===== src/rtl/calc_seq_unit.sv =====
// Sequential calculator engine: captures operands on a request, runs one-cycle logic/arith ops
// or WIDTH-step shift-add multiply / restoring divide, and returns a single result pulse.
module calc_seq_unit #(
  parameter int unsigned WIDTH = 4
) (
  input  logic                 clk,
  input  logic                 rst_n,
  input  logic [WIDTH-1:0]     input_a,
  input  logic [WIDTH-1:0]     input_b,
  input  logic [2:0]           func,
  input  logic                 get_res,
  output logic [2*WIDTH-1:0]   res,
  output logic                 res_valid,
  output logic                 busy,
  output logic                 err
);

  localparam int unsigned CntW = $clog2(WIDTH + 1);
  localparam logic [CntW-1:0] LastIter = CntW'(WIDTH);

  localparam logic [2:0] FnAdd = 3'b000;
  localparam logic [2:0] FnSub = 3'b001;
  localparam logic [2:0] FnMul = 3'b010;
  localparam logic [2:0] FnDiv = 3'b011;
  localparam logic [2:0] FnAnd = 3'b100;
  localparam logic [2:0] FnOr  = 3'b101;

  typedef enum logic [1:0] {StIdle, StExec, StIter, StDone} state_e;

  state_e r_state;
  state_e w_state_next;

  logic [WIDTH-1:0]   r_a;
  logic [WIDTH-1:0]   r_b;
  logic [2:0]         r_f;
  logic [CntW-1:0]    r_cnt;
  logic [2*WIDTH-1:0] r_acc;
  logic [2*WIDTH-1:0] r_mcand;
  logic [WIDTH-1:0]   r_mplier;
  logic [WIDTH-1:0]   r_rem;
  logic [WIDTH-1:0]   r_quo;
  logic [2*WIDTH-1:0] r_res;
  logic               r_err;

  logic [2*WIDTH-1:0] w_a_ext;
  logic [2*WIDTH-1:0] w_b_ext;
  logic [2*WIDTH-1:0] w_exec_res;
  logic               w_exec_err;
  logic [2*WIDTH-1:0] w_acc_next;
  logic [WIDTH:0]     w_rem_sh;
  logic               w_rem_ge;
  logic [WIDTH-1:0]   w_rem_next;
  logic [WIDTH-1:0]   w_quo_next;
  logic [2*WIDTH-1:0] w_iter_res;
  logic               w_iter_err;
  logic               w_is_iter_fn;

  // ---------------------------------------------------------------------------
  // FSM: state register
  // ---------------------------------------------------------------------------
  always_ff @(posedge clk) begin
    if (!rst_n) begin
      r_state <= StIdle;
    end else begin
      r_state <= w_state_next;
    end
  end

  assign w_is_iter_fn = (func == FnMul) || (func == FnDiv);

  // FSM: next state
  always_comb begin
    w_state_next = r_state;
    unique case (r_state)
      StIdle: begin
        if (get_res) begin
          w_state_next = w_is_iter_fn ? StIter : StExec;
        end
      end
      StExec: w_state_next = StDone;
      StIter: begin
        if (r_cnt == LastIter) begin
          w_state_next = StDone;
        end
      end
      StDone: w_state_next = StIdle;
      default: w_state_next = StIdle;
    endcase
  end

  // FSM: outputs
  always_comb begin
    busy      = 1'b0;
    res_valid = 1'b0;
    unique case (r_state)
      StExec, StIter: busy      = 1'b1;
      StDone:         res_valid = 1'b1;
      default: ;
    endcase
  end

  assign res = r_res;
  assign err = r_err;

  // ---------------------------------------------------------------------------
  // Single-cycle operations
  // ---------------------------------------------------------------------------
  assign w_a_ext = {{WIDTH{1'b0}}, r_a};
  assign w_b_ext = {{WIDTH{1'b0}}, r_b};

  always_comb begin
    w_exec_res = '0;
    w_exec_err = 1'b0;
    case (r_f)
      FnAdd:   w_exec_res = w_a_ext + w_b_ext;
      // Full-width subtraction yields the sign-extended two's complement difference.
      FnSub:   w_exec_res = w_a_ext - w_b_ext;
      FnAnd:   w_exec_res = w_a_ext & w_b_ext;
      FnOr:    w_exec_res = w_a_ext | w_b_ext;
      default: w_exec_err = 1'b1;
    endcase
  end

  // ---------------------------------------------------------------------------
  // Iterative multiply (LSB-first shift-add) and restoring divide (MSB-first)
  // ---------------------------------------------------------------------------
  assign w_acc_next = r_mplier[0] ? (r_acc + r_mcand) : r_acc;

  assign w_rem_sh   = {r_rem, r_quo[WIDTH-1]};
  assign w_rem_ge   = (w_rem_sh >= {1'b0, r_b});
  assign w_rem_next = w_rem_ge ? WIDTH'(w_rem_sh - {1'b0, r_b}) : w_rem_sh[WIDTH-1:0];
  assign w_quo_next = {r_quo[WIDTH-2:0], w_rem_ge};

  always_comb begin
    w_iter_res = r_acc;
    w_iter_err = 1'b0;
    if (r_f == FnDiv) begin
      if (r_b == '0) begin
        w_iter_res = {(2*WIDTH){1'b1}};
        w_iter_err = 1'b1;
      end else begin
        w_iter_res = {r_rem, r_quo};
      end
    end
  end

  // ---------------------------------------------------------------------------
  // Datapath registers
  // ---------------------------------------------------------------------------
  always_ff @(posedge clk) begin
    if (!rst_n) begin
      r_a      <= '0;
      r_b      <= '0;
      r_f      <= '0;
      r_cnt    <= '0;
      r_acc    <= '0;
      r_mcand  <= '0;
      r_mplier <= '0;
      r_rem    <= '0;
      r_quo    <= '0;
      r_res    <= '0;
      r_err    <= 1'b0;
    end else begin
      unique case (r_state)
        StIdle: begin
          if (get_res) begin
            r_a      <= input_a;
            r_b      <= input_b;
            r_f      <= func;
            r_cnt    <= '0;
            r_acc    <= '0;
            r_mcand  <= {{WIDTH{1'b0}}, input_a};
            r_mplier <= input_b;
            r_rem    <= '0;
            r_quo    <= input_a;
          end
        end
        StExec: begin
          r_res <= w_exec_res;
          r_err <= w_exec_err;
        end
        StIter: begin
          if (r_cnt == LastIter) begin
            r_res <= w_iter_res;
            r_err <= w_iter_err;
          end else begin
            r_cnt <= r_cnt + 1'b1;
            if (r_f == FnMul) begin
              r_acc    <= w_acc_next;
              r_mcand  <= r_mcand << 1;
              r_mplier <= r_mplier >> 1;
            end else begin
              r_rem <= w_rem_next;
              r_quo <= w_quo_next;
            end
          end
        end
        default: ;
      endcase
    end
  end

endmodule


===== config.mk =====
export PLATFORM = sky130hd
export DESIGN_NAME = calc_seq_unit
export DESIGN_NICKNAME = d
export VERILOG_FILES = /design/src/rtl/calc_seq_unit.sv
export SDC_FILE = /design/constraint.sdc
export NUM_CORES = 1
export LEC_CHECK = 0
export BUFFER_PORTS_ARGS = -buffer_cell sky130_fd_sc_hd__buf_2
export CAP_MARGIN = 20
export CELL_PAD_IN_SITES_DETAIL_PLACEMENT = 1
export CELL_PAD_IN_SITES_GLOBAL_PLACEMENT = 1
export CORE_AREA = 3 3 77 116
export DETAILED_ROUTE_END_ITERATION = 7
export DIE_AREA = 0 0 80 119
export GPL_TIMING_DRIVEN = 0
export HOLD_SLACK_MARGIN = 0.1
export MAX_ROUTING_LAYER = met4
export PLACE_DENSITY_LB_ADDON = 0.1
export SYNTH_ARGS = -nofsm -noshare
export SYNTH_HDL_FRONTEND = slang
export SYNTH_SLANG_ARGS = --single-unit

===== constraint.sdc =====
create_clock -name clk -period 2.1 [get_ports clk]
set_clock_uncertainty 0.15 [all_clocks]
set_input_delay 0.315 -clock clk [delete_from_list [all_inputs] [get_ports clk]]
set_output_delay 0.315 -clock clk [all_outputs]
set_load 0.01 [all_outputs]

==> results.rst, run 1 <==
.. list-table::
   :header-rows: 1

   * - Metric
     - Value
   * - Outcome
     - finished clean
   * - Slowest stage cell on the critical path
     - a311oi_4
   * - List of cells traversed by the critical path
     - inv_1, ha_2, buf_6, nor2_2, a311oi_4, a21o_1, buf_6, nor2_1, a211oi_2
   * - Site row count
     - 40
   * - Worst Hold Class
     - primary input to flip-flop
   * - Most frequent cell on the critical path
     - buf_6
   * - PortBufs
     - 24
   * - Worst slew margin relative to its limit
     - 0.5402
   * - Yosys warnings
     - 0
   * - Via count of the first global-routing pass
     - 3026
   * - CTS tree
     - done
   * - Syn Nets
     - roughly 430
   * - Total Routing Usage GR
     - 0.2203
   * - Die area
     - ~9500 sq um
   * - Worst reg2reg path startpoint
     - r_state[0]
   * - FF+latch count, synth
     - 53
   * - NumNets Final
     - 467
   * - Depth of the worst register-to-register path
     - 9
   * - Number of standard cells in the final layout excluding fillers
     - 526
   * - Reported max-cap violation count
     - 0
   * - Endpoint of the most critical setup path
     - r_mcand[2]
   * - Drt first pass iters
     - 4
   * - Iteration-0 DRC Markers
     - between 100 and 150
   * - Critical setup path kind
     - flip-flop to flip-flop
   * - Congestion Overflow GR
     - 0
   * - Worst-Margin Slew
     - 689.7 ps
   * - Gate count of the mapped netlist
     - 381
   * - Final setup viols
     - 0
   * - Dominant cells by area after synthesis
     - dfxtp_1, ha_1, nor2_1, nand2_1, a21oi_1
   * - Post-synthesis sequential area ratio
     - 0.3254
   * - Crit path capture type
     - flip-flop
   * - Crit path max-delay family
     - compound AO/OA/AOI/OAI gates
   * - Cell depth of the worst setup path
     - 9
   * - Count of unique library cells instantiated by Yosys
     - between 60 and 70
   * - CTS max path bufs
     - 2
   * - Most common flop cell mapped by yosys
     - dfxtp_1
   * - Via count
     - roughly 3000
   * - Final clock period utilization by the worst path
     - 0.9709
   * - Kind of launch point of the worst setup path
     - flip-flop
   * - CTS clk-pin slew, worst paths
     - 70 ps
   * - WL/cell
     - between 15 and 20 um
   * - Height of the chip
     - 119 um
   * - Initial antenna violation count
     - 0
   * - Pwr dens
     - 1204 nW/um^2
   * - Max Slew Vio Count
     - 0
   * - Required arrival time at the worst endpoint
     - 2160 ps
   * - Number of H-tree levels
     - 2
   * - Total routed wirelength
     - 9942 um
   * - Total DRC errors in the routed layout
     - 0
   * - Placer's final routability congestion estimate
     - approximately 0.88
   * - Die extent in x
     - 80 um
   * - Post-route total power
     - 4.703 mW
   * - Post-synth EDFFs
     - 0
   * - Post-layout min period
     - around 2000 ps
   * - CP max FO
     - 10
   * - Leakage power of the design
     - approximately 1.6 nW
   * - Count of hold-fix buffers inserted at cts
     - 0
   * - Core area
     - 8008 sq um
   * - Final hold violation count
     - 0
   * - Proportion of netlist area held by the largest area contributor
     - 0.3254
   * - Setup slack on the worst flop-to-flop path
     - 60 ps
   * - Clk root buf
     - clkbuf_16
   * - Wire length of the first global-routing pass
     - 15770 um
   * - Async set-reset flop share out of synthesis
     - 0
   * - Area of the mapped netlist
     - 3261 sq um
   * - Crit path arrival time
     - 2100 ps
   * - I/O pin count
     - 25
   * - Layout overhead on the synthesized area
     - 19.80%
   * - Critical path buffer and inverter count
     - 3
   * - Reg-to-Reg End
     - r_mcand[2]
   * - Number of clock buffers inserted by TritonCTS
     - 5
   * - Fraction of layout instances using a drive strength above 1
     - 0.2304
   * - RSZ-0062 raised after global routing
     - true
   * - Antenna-violating nets left
     - 0
   * - Number of antenna repair diodes
     - 0
   * - Number of cells after detailed placement
     - 510
   * - Cell type with the highest aggregate area in the netlist
     - dfxtp_1
   * - # clock sinks
     - 53
   * - Worst-Skew Late Latency
     - 290 ps
   * - CP peak stage delay
     - 380 ps
   * - Per-instance average area after synthesis
     - about 8.6 sq um
   * - Detailed placer's ending HPWL
     - 7420 um
   * - Achievable Freq
     - between 400 and 500 MHz
   * - Starting density of the core
     - 0.4072
   * - Mean number of vias per cell
     - 5.688
   * - Peak VDD IR
     - 0.0008166 V
   * - Pin count of the biggest net entering global routing
     - 16
   * - Post-route core utilization
     - 0.4878
   * - Beginning of the critical path
     - r_state[0]
## worst register-to-register path, cell delays in order, from the launching register on
cell and delay, ps:
dfxtp_2 330, inv_1 100, ha_2 200, buf_6 120, nor2_2 50, a311oi_4 380, a21o_1 230, buf_6 150
nor2_1 60, a211oi_2 190
## cells in the final DEF, fill, tap and decap left out, types with 3 or more instances in the layout
| cell | netlist | layout |
|---|---|---|
| a211oi_1 | 6 | 5 |
| a211oi_2 | 4 | 5 |
| a21o_1 | 8 | 8 |
| a21oi_1 | 23 | 20 |
| a21oi_2 | 1 | 3 |
| a22oi_1 | 12 | 9 |
| a22oi_2 | 0 | 3 |
| a31oi_1 | 9 | 9 |
| buf_2 | 5 | 28 |
| buf_4 | 6 | 11 |
| buf_6 | 0 | 3 |
| clkbuf_1 | 10 | 11 |
| clkbuf_16 | 0 | 5 |
| dfxtp_1 | 53 | 45 |
| dfxtp_2 | 0 | 7 |
| fa_1 | 4 | 3 |
| ha_1 | 29 | 23 |
| ha_2 | 0 | 3 |
| ha_4 | 0 | 3 |
| inv_1 | 18 | 17 |
| mux2i_1 | 9 | 9 |
| nand2_1 | 36 | 36 |
| nand2b_1 | 4 | 4 |
| nand3_1 | 11 | 11 |
| nor2_1 | 39 | 37 |
| nor2b_1 | 4 | 3 |
| nor3_1 | 6 | 5 |
| o211ai_1 | 4 | 4 |
| o21ai_0 | 21 | 19 |
| o21ai_1 | 4 | 5 |
| o221ai_1 | 4 | 4 |
| o22a_1 | 3 | 3 |
| xnor2_1 | 3 | 3 |
| xor2_1 | 5 | 5 |
## flip-flops by register name (all words and copies together) (netlist names), 4 cells and up
signal	flops
r_a	4
r_acc	8
r_b	4
r_mcand	8
r_mplier	4
r_quo	4
r_rem	4
res	8
## routing by layer
metal  vias to the layer above  GRT usage  routed length (um)
met2                        44     0.3807                5242
met4                         0     0.1025                 403
met3                        22    0.02648                 158
met5                         -          -                   0
li1                       1454          -                   -
met1                      1472     0.2478                4138
## per-stage QoR
stage	cell area [sq um]	TNS, ps	hold WS (ps)	setup slack [ps]
4_1_cts	3704	0	109.4	6.599
3_5_place_dp	3513	-1731	326.8	-282.4
2_1_floorplan	3262	0	293.5	96.78
5_1_grt	3906	-145.2	140.0	-46.04
3_3_place_gp	3513	-1368	315.8	-245.5
6_report	3906	0	110.9	61.20
## worst min path at each step
stage                     depth (start not counted)  startpoint  slack [ps]       end
after floorplan                                   2  input_b[1]         290    r_b[1]
final                                             3     func[0]         110    r_f[0]
after CTS                                         3     func[0]         110    r_f[0]
after global routing                              3     func[0]         140    r_f[0]
after global placement                            2    r_quo[0]         320  r_quo[0]
after detailed placement                          2    r_quo[0]         330  r_quo[0]
## synthesized netlist by cell type (2+ instances only)
library cell	count
clkbuf_1	10
o221ai_1	4
nand2b_1	4
o21ai_1	4
nand3b_1	2
a32o_1	2
buf_4	6
xor2_1	5
and3_1	2
a21oi_1	23
ha_1	29
a31o_1	2
nand3_1	11
a211oi_2	4
nor2b_1	4
mux2i_1	9
fa_1	4
a211oi_1	6
a22oi_1	12
o22a_1	3
nor2_1	39
o211ai_1	4
or3_1	2
inv_1	18
buf_2	5
a21o_1	8
nand2_1	36
dfxtp_1	53
o21ai_0	21
a31oi_1	9
xnor2_1	3
a41oi_1	2
nor3_1	6
and2_1	2
## kinds of logic after synthesis
logic type,count (synthesis),synth area share
compound gates,120,0.2625
simple gates,118,0.1700
flops,53,0.3254
buf+inv,39,0.05372
fa+ha+maj,33,0.1358
mux,10,0.03108
xor+xnor,8,0.02149
## layout make-up
type	count	area, sq um
Fill cell	973	4101
Multi-Input combinational cell	289	2193
Sequential cell	53	1074
Timing Repair Buffer	32	180.2
Tap cell	105	131.4
Clock buffer	6	128.9
Buffer	21	121.4
Inverter	18	67.56
Clock inverter	2	10.01
## where the power goes
part	leakage [nW]	internal [mW]	switching [mW]
Clock	0.0706	0.440	0.383
Sequential	0.437	1.22	0.180
Combinational	1.09	1.02	1.46
Total	1.60	2.68	2.02
## timing repair
item | CTS | global route
cloned | 0 | 0
setup endpoints to repair | 17 | 35
resized for setup | 9 | 37
pin swaps | 2 | 7
setup buffers | 2 | 6
No activity file was read; power rests on OpenSTA's default activity.
==> run 2: changes to the inputs <==
--- a/config.mk
+++ b/config.mk
@@ -9,9 +9,9 @@
 export CAP_MARGIN = 20
 export CELL_PAD_IN_SITES_DETAIL_PLACEMENT = 1
 export CELL_PAD_IN_SITES_GLOBAL_PLACEMENT = 1
-export CORE_AREA = 3 3 77 116
+export CORE_AREA = 3 3 84 106
 export DETAILED_ROUTE_END_ITERATION = 7
-export DIE_AREA = 0 0 80 119
+export DIE_AREA = 0 0 87 109
 export GPL_TIMING_DRIVEN = 0
 export HOLD_SLACK_MARGIN = 0.1
 export MAX_ROUTING_LAYER = met4
==> run 2 against run 1 <==
  * Final cell count decreased by 1.5%
  * Clock-buffer cell count decreased by 1
  * Highest routed layer unchanged
  * First-iteration DRC count decreased by 0.74%
  * Via count decreased by 0.77%
  * Clock power decreased by 15%
  * Largest cell class unchanged
  * Utilization increased by 0.31 points
  * Largest power group unchanged
==> results.rst, run 2 (synthesized netlist as in run 1, its figures left out) <==
.. list-table::
   :header-rows: 1

   * - Metric
     - Value
   * - Layout overhead on the synthesized area
     - 18.69%
   * - Final setup viols
     - 0
   * - Max Slew Vio Count
     - 0
   * - Total routed wirelength
     - 9778 um
   * - Worst reg2reg path startpoint
     - r_acc[4]
   * - Total DRC errors in the routed layout
     - 0
   * - Clk root buf
     - clkbuf_8
   * - Final hold violation count
     - 0
   * - Leakage power of the design
     - 1.593 nW
   * - Final clock period utilization by the worst path
     - 0.9594
   * - Worst-Margin Slew
     - 643.5 ps
   * - Iteration-0 DRC Markers
     - 135
   * - Setup slack on the worst flop-to-flop path
     - 90 ps
   * - WL/cell
     - roughly 19 um
   * - Peak VDD IR
     - 0.0008663 V
   * - Filler Cells Inserted
     - 944
   * - Required arrival time at the worst endpoint
     - around 2200 ps
   * - Leading cell types in the layout, fill and taps excluded
     - dfxtp_1, nor2_1, nand2_1, buf_2, ha_1
   * - Number of H-tree levels
     - 2
   * - Core area
     - between 7000 and 8000 sq um
   * - Kind of launch point of the worst setup path
     - flip-flop
   * - NumNets Final
     - 470
   * - Number of clock buffers inserted by TritonCTS
     - 5
   * - Detailed placer's ending HPWL
     - 7229 um
   * - Routed length on met1
     - between 4000 and 5000 um
   * - Post-layout min period
     - about 2000 ps
   * - Pwr dens
     - 1175 nW/um^2
   * - Critical setup path kind
     - flip-flop to flip-flop
   * - CTS tree
     - done
   * - Die extent in x
     - 87 um
   * - PortBufs
     - 24
   * - Drt first pass iters
     - 4
   * - I/O pin count
     - 25
   * - Fraction of layout instances using a drive strength above 1
     - 0.2222
   * - Number of standard cells in the final layout excluding fillers
     - around 520
   * - Hold Path Stages
     - 3
   * - CP max FO
     - 5
   * - Detailed route wirelength on metal2
     - around 5000 um
   * - Via count of the first global-routing pass
     - 3009
   * - Worst Hold Class
     - primary input to flip-flop
   * - Achievable Freq
     - between 400 and 500 MHz
   * - Beginning of the critical path
     - r_acc[4]
   * - CTS clk-pin slew, worst paths
     - approximately 90 ps
   * - Wire length of the first global-routing pass
     - roughly 16000 um
   * - Site row count
     - 36
   * - Crit path capture type
     - flip-flop
   * - Top routing layer used
     - met4
   * - Met3 wire length
     - 196 um
   * - Number of cells after detailed placement
     - 500
   * - Congestion Overflow GR
     - 0
   * - Mean number of vias per cell
     - 5.732
   * - Final WS setup
     - 85.28 ps
   * - Reg-to-Reg End
     - r_acc[7]
   * - Total Routing Usage GR
     - 0.2197
   * - Crit path arrival time
     - 2100 ps
   * - Endpoint of the most critical setup path
     - r_acc[7]
   * - Height of the chip
     - 109 um
   * - Die area
     - 9483 sq um
   * - Depth of the worst register-to-register path
     - 6
   * - Placer's final routability congestion estimate
     - 0.8197
   * - Outcome
     - finished clean
   * - Worst-Skew Late Latency
     - between 300 and 400 ps
   * - CTS max path bufs
     - 2
   * - Number of antenna repair diodes
     - 0
   * - Post-route core utilization
     - 0.4910
   * - Antenna-violating nets left
     - 0
   * - Pin count of the biggest net entering global routing
     - 16
   * - Via count
     - just under 3000
   * - DP Worst Slack
     - -273.6 ps
   * - Reported max-cap violation count
     - 0
   * - Worst slew margin relative to its limit
     - 0.5710
   * - # clock sinks
     - between 50 and 60
   * - Most common cell after layout, fill and taps aside
     - dfxtp_1
   * - Initial antenna violation count
     - 0
   * - Starting density of the core
     - 0.4137
[run 2: metal layers]
metal,global-route usage,vias to the layer above
li1,-,1458
met5,-,-
met2,0.3838,36
met3,0.02116,13
met4,0.06125,0
met1,0.2676,1462
[run 2: worst min-delay path by stage]
stage               start        to  slack [ps]
2_1_floorplan  input_b[1]    r_b[1]         290
3_3_place_gp     r_quo[0]  r_quo[0]         320
3_5_place_dp       r_a[0]    r_a[0]         340
4_1_cts        input_b[2]    r_b[2]         100
5_1_grt           func[0]    r_f[0]         120
6_report          func[0]    r_f[0]         100
[run 2: power breakdown]
part	internal [mW]	leakage, nW	switching (mW)
Clock	0.348	0.0540	0.351
Sequential	1.22	0.436	0.184
Combinational	1.02	1.10	1.43
Total	2.58	1.59	1.96
[run 2: cell type report]
cell class / instances / area (sq um) / area share
Multi-Input combinational cell: 289 / 2170 / 0.5606
Sequential cell: 53 / 1072 / 0.2771
Timing Repair Buffer: 35 / 222.7 / 0.05755
Tap cell: 95 / 118.9 / 0.03071
Buffer: 21 / 115.1 / 0.02974
Clock buffer: 5 / 68.82 / 0.01778
Inverter: 18 / 67.56 / 0.01746
Clock inverter: 2 / 35.03 / 0.009053
[run 2: timing repair]
action | in CTS | in global routing
cloned | 0 | 0
pin swaps | 4 | 6
gates resized for setup | 13 | 26
endpoints found under the hold margin | 2 | 1
hold buffers | 2 | 1
buffers inserted | 4 | 4
endpoints found under the setup margin | 24 | 35
[run 2: critical path, stage by stage, from the launching register on]
cell     delay (ps)
dfxtp_1         440
ha_4            260
a21o_1          200
a31o_1          230
or3_1           330
a21o_1          190
a31oi_1         140
[run 2: per-stage QoR]
stage | power [mW] | TNS (ps) | area, sq um | hold slack, ps
3_5_place_dp | 3.509 | -1693 | 3501 | 338.6
2_1_floorplan | 2.912 | 0 | 3262 | 293.5
5_1_grt | 4.901 | -106.2 | 3870 | 120.4
3_3_place_gp | 3.453 | -1342 | 3501 | 322.9
6_report | 4.549 | 0 | 3870 | 97.75
4_1_cts | 4.350 | 0 | 3717 | 101.8
==> run 3: changes to the inputs <==
--- a/config.mk
+++ b/config.mk
@@ -5,13 +5,14 @@
 export SDC_FILE = /design/constraint.sdc
 export NUM_CORES = 1
 export LEC_CHECK = 0
+export ABC_AREA = 1
 export BUFFER_PORTS_ARGS = -buffer_cell sky130_fd_sc_hd__buf_2
 export CAP_MARGIN = 20
 export CELL_PAD_IN_SITES_DETAIL_PLACEMENT = 1
 export CELL_PAD_IN_SITES_GLOBAL_PLACEMENT = 1
-export CORE_AREA = 3 3 84 106
+export CORE_AREA = 3 3 86 108
 export DETAILED_ROUTE_END_ITERATION = 7
-export DIE_AREA = 0 0 87 109
+export DIE_AREA = 0 0 89 111
 export GPL_TIMING_DRIVEN = 0
 export HOLD_SLACK_MARGIN = 0.1
 export MAX_ROUTING_LAYER = met4
==> run 3 against run 2 <==
  * Hold slack better by 52 ps
  * Total power increased by 3.0%
  * Setup slack better by 56 ps
  * First-iteration DRC count rose by 14%
  * Sequential cell count unchanged
  * Final cell count grew 17%
  * Critical endpoint is now r_acc[4]
  * Largest power group unchanged
==> results.rst, run 3 <==
.. list-table::
   :header-rows: 1

   * - Metric
     - Value
   * - Total Routing Usage GR
     - 0.2103
   * - Post-synthesis sequential area ratio
     - 0.3205
   * - DP Worst Slack
     - -236.3 ps
   * - Most common cell after layout, fill and taps aside
     - nand2_1
   * - Count of unique library cells instantiated by Yosys
     - 35
   * - Peak VDD IR
     - 0.0006149 V
   * - Detailed placer's ending HPWL
     - 7702 um
   * - Required arrival time at the worst endpoint
     - about 2200 ps
   * - Dominant cells by area after synthesis
     - dfxtp_1, nand2_1, ha_1, a21oi_1, inv_1
   * - RSZ-0062 raised after global routing
     - false
   * - FF+latch count, synth
     - 53
   * - Reg-to-Reg End
     - r_acc[4]
   * - Post-layout min period
     - 1959 ps
   * - Fraction of layout instances using a drive strength above 1
     - 0.1415
   * - Drt first pass iters
     - 4
   * - Kind of launch point of the worst setup path
     - flip-flop
   * - CP max FO
     - 9
   * - Worst Hold Class
     - primary input to flip-flop
   * - Core area
     - 8287 sq um
   * - Iteration-0 DRC Markers
     - 154
   * - Gate count of the mapped netlist
     - 470
   * - PortBufs
     - 24
   * - Leading cell types in the layout, fill and taps excluded
     - nand2_1, a21oi_1, dfxtp_1, inv_1
   * - Height of the chip
     - ~110 um
   * - Number of antenna repair diodes
     - 0
   * - Count of hold-fix buffers inserted at cts
     - 0
   * - Worst-Skew Late Latency
     - 300 ps
   * - # clock sinks
     - 53
   * - Worst reg2reg path startpoint
     - r_state[0]
   * - Die extent in x
     - 89 um
   * - Number of cells after detailed placement
     - 591
   * - Cell type with the highest aggregate area in the netlist
     - dfxtp_1
   * - Area of the mapped netlist
     - 3311 sq um
   * - Worst min-delay path endpoint
     - r_mplier[3]
   * - CP peak stage delay
     - approximately 350 ps
   * - Via count
     - between 3000 and 4000
   * - Layout overhead on the synthesized area
     - 12.36%
   * - Final hold violation count
     - 0
   * - Worst slew margin relative to its limit
     - 0.5966
   * - Die area
     - 9879 sq um
   * - CTS clk-pin slew, worst paths
     - about 90 ps
   * - List of cells traversed by the critical path
     - inv_2, ha_2, buf_6, clkinv_4, nand2_4, a21oi_4, nand2_2, nor2_4, nand3_1, a21oi_1
   * - Number of standard cells in the final layout excluding fillers
     - 606
   * - Site row count
     - 37
   * - Number of clock buffers inserted by TritonCTS
     - 5
   * - I/O pin count
     - 25
   * - Via count of the first global-routing pass
     - 3229
   * - NumNets Final
     - ~560
   * - Proportion of netlist area held by the largest area contributor
     - 0.3205
   * - Most frequent cell after synthesis
     - nand2_1
   * - Leakage power of the design
     - 1.728 nW
   * - CTS tree
     - done
   * - Yosys warnings
     - 0
   * - Launch instance of the worst min-delay path
     - input_b[3]
   * - Outcome
     - finished clean
   * - Initial antenna violation count
     - 0
   * - Pin count of the biggest net entering global routing
     - 15
   * - Final WS setup
     - between 100 and 150 ps
   * - Hold Path Stages
     - 3
   * - Depth of the worst register-to-register path
     - 10
   * - Congestion Overflow GR
     - 0
   * - Final setup viols
     - 0
   * - Per-instance average area after synthesis
     - 7.044 sq um
   * - Slowest stage cell on the critical path
     - dfxtp_2
   * - Clk root buf
     - clkbuf_8
   * - Pwr dens
     - roughly 1300 nW/um^2
   * - Mean number of vias per cell
     - between 5 and 6
   * - Setup slack on the worst flop-to-flop path
     - 140 ps
   * - Max Slew Vio Count
     - 0
   * - Most common flop cell mapped by yosys
     - dfxtp_1
   * - Achievable Freq
     - 510.4 MHz
   * - Crit path capture type
     - flip-flop
   * - Most used standard cells in the synthesized netlist
     - nand2_1, a21oi_1, dfxtp_1
   * - Placer's final routability congestion estimate
     - 0.8857
   * - Critical setup path kind
     - flip-flop to flip-flop
   * - Filler Cells Inserted
     - ~1100
   * - Syn Nets
     - ~520
   * - Wire length of the first global-routing pass
     - 15890 um
   * - Total routed wirelength
     - 9645 um
   * - Starting density of the core
     - 0.3995
   * - CTS max path bufs
     - 2
   * - Crit path arrival time
     - 2040 ps
   * - Total DRC errors in the routed layout
     - 0
   * - Post-synth EDFFs
     - 0
   * - Async set-reset flop share out of synthesis
     - 0
   * - Worst-Margin Slew
     - 605.1 ps
   * - Reported max-cap violation count
     - 0
   * - Final clock period utilization by the worst path
     - 0.9329
   * - Antenna-violating nets left
     - 0
   * - Number of H-tree levels
     - 2
   * - WL/cell
     - 15.92 um
-- run 3: changes by cell type after synthesis, sizes merged, moves of 5 or more --
cell,change
or2,+5
inv,+34
buf,-7
nand2,+76
nand4,+8
a211oi,-9
a22oi,-12
mux2i,-9
a21oi,+32
o21ai,+16
a21o,-8
nand3,+24
nor2b,-5
-- run 3: what timing repair did --
item	CTS	global route
setup endpoints to repair	7	23
resized for setup	2	16
buffers inserted	0	7
pin swaps	1	8
-- run 3: through the flow --
stage               instance area [sq um]  total power [mW]  TNS (ps)    util  hold WS [ps]
floorplan                            3311             3.247         0       -         289.5
global placement                     3552             3.900    -702.6  0.4287         304.1
detailed placement                   3552             3.987    -804.1  0.4287         310.7
global route                         3720             5.132         0  0.4489         145.5
finish                               3720             4.685         0  0.4489         149.4
CTS                                  3637             4.562         0  0.4389         141.8
-- run 3: cell families (layout without fill, tap and decap cells) --
kind of cell / Yosys count / count (layout) / synth area share
buf+inv: 67 / 106 / 0.08277
compound gates: 110 / 110 / 0.1791
fa+ha+maj: 33 / 33 / 0.1338
xor+xnor: 3 / 3 / 0.007938
simple gates: 204 / 204 / 0.2759
flops: 53 / 53 / 0.3205
-- run 3: per-layer routing --
metal	vias to the layer above	global-route usage	wire length (um)	part of all wire
met4	0	0.04469	112	0.012
met2	31	0.3588	4982	0.52
met5	-	-	0	0
li1	1630	-	-	-
met1	1465	0.2622	4300	0.45
met3	7	0.02751	249	0.026
-- run 3: power breakdown --
group          leakage, nW  internal [mW]  total, mW  switching (mW)
Clock               0.0395          0.238      0.563           0.325
Combinational         1.25          0.953       2.63            1.68
Sequential           0.435           1.28       1.49           0.206
Total                 1.73           2.47       4.68            2.21
-- run 3: area by class of cell --
cell class,count,area [sq um],area share
inverter,54,207.7,0.05584
sequential,53,1066,0.2866
buffer,13,67.56,0.01816
multi-input combinational,350,2004,0.5388
tap,97,121.4,0.03263
clock buffer,8,80.08,0.02153
timing repair buffer,31,172.7,0.04642
-- run 3: critical path, delay by kind of cell, from the launching register on --
family,cells,cell delay [ps]
simple gates,4,530
compound gates,2,410
flops,1,350
buf+inv,3,260
fa+ha+maj,1,180
-- run 3: worst max-delay path by stage --
stage / startpoint / end / slack [ps] / cells past startpoint
after floorplan: r_b[1] / r_rem[1] / 210 / 9
after global placement: r_b[1] / r_rem[2] / -220 / 9
after detailed placement: r_b[1] / r_rem[1] / -240 / 9
after CTS: r_state[0] / r_quo[2] / 10 / 9
after global routing: r_state[0] / r_mcand[3] / 20 / 10
final: r_state[0] / r_acc[4] / 140 / 10
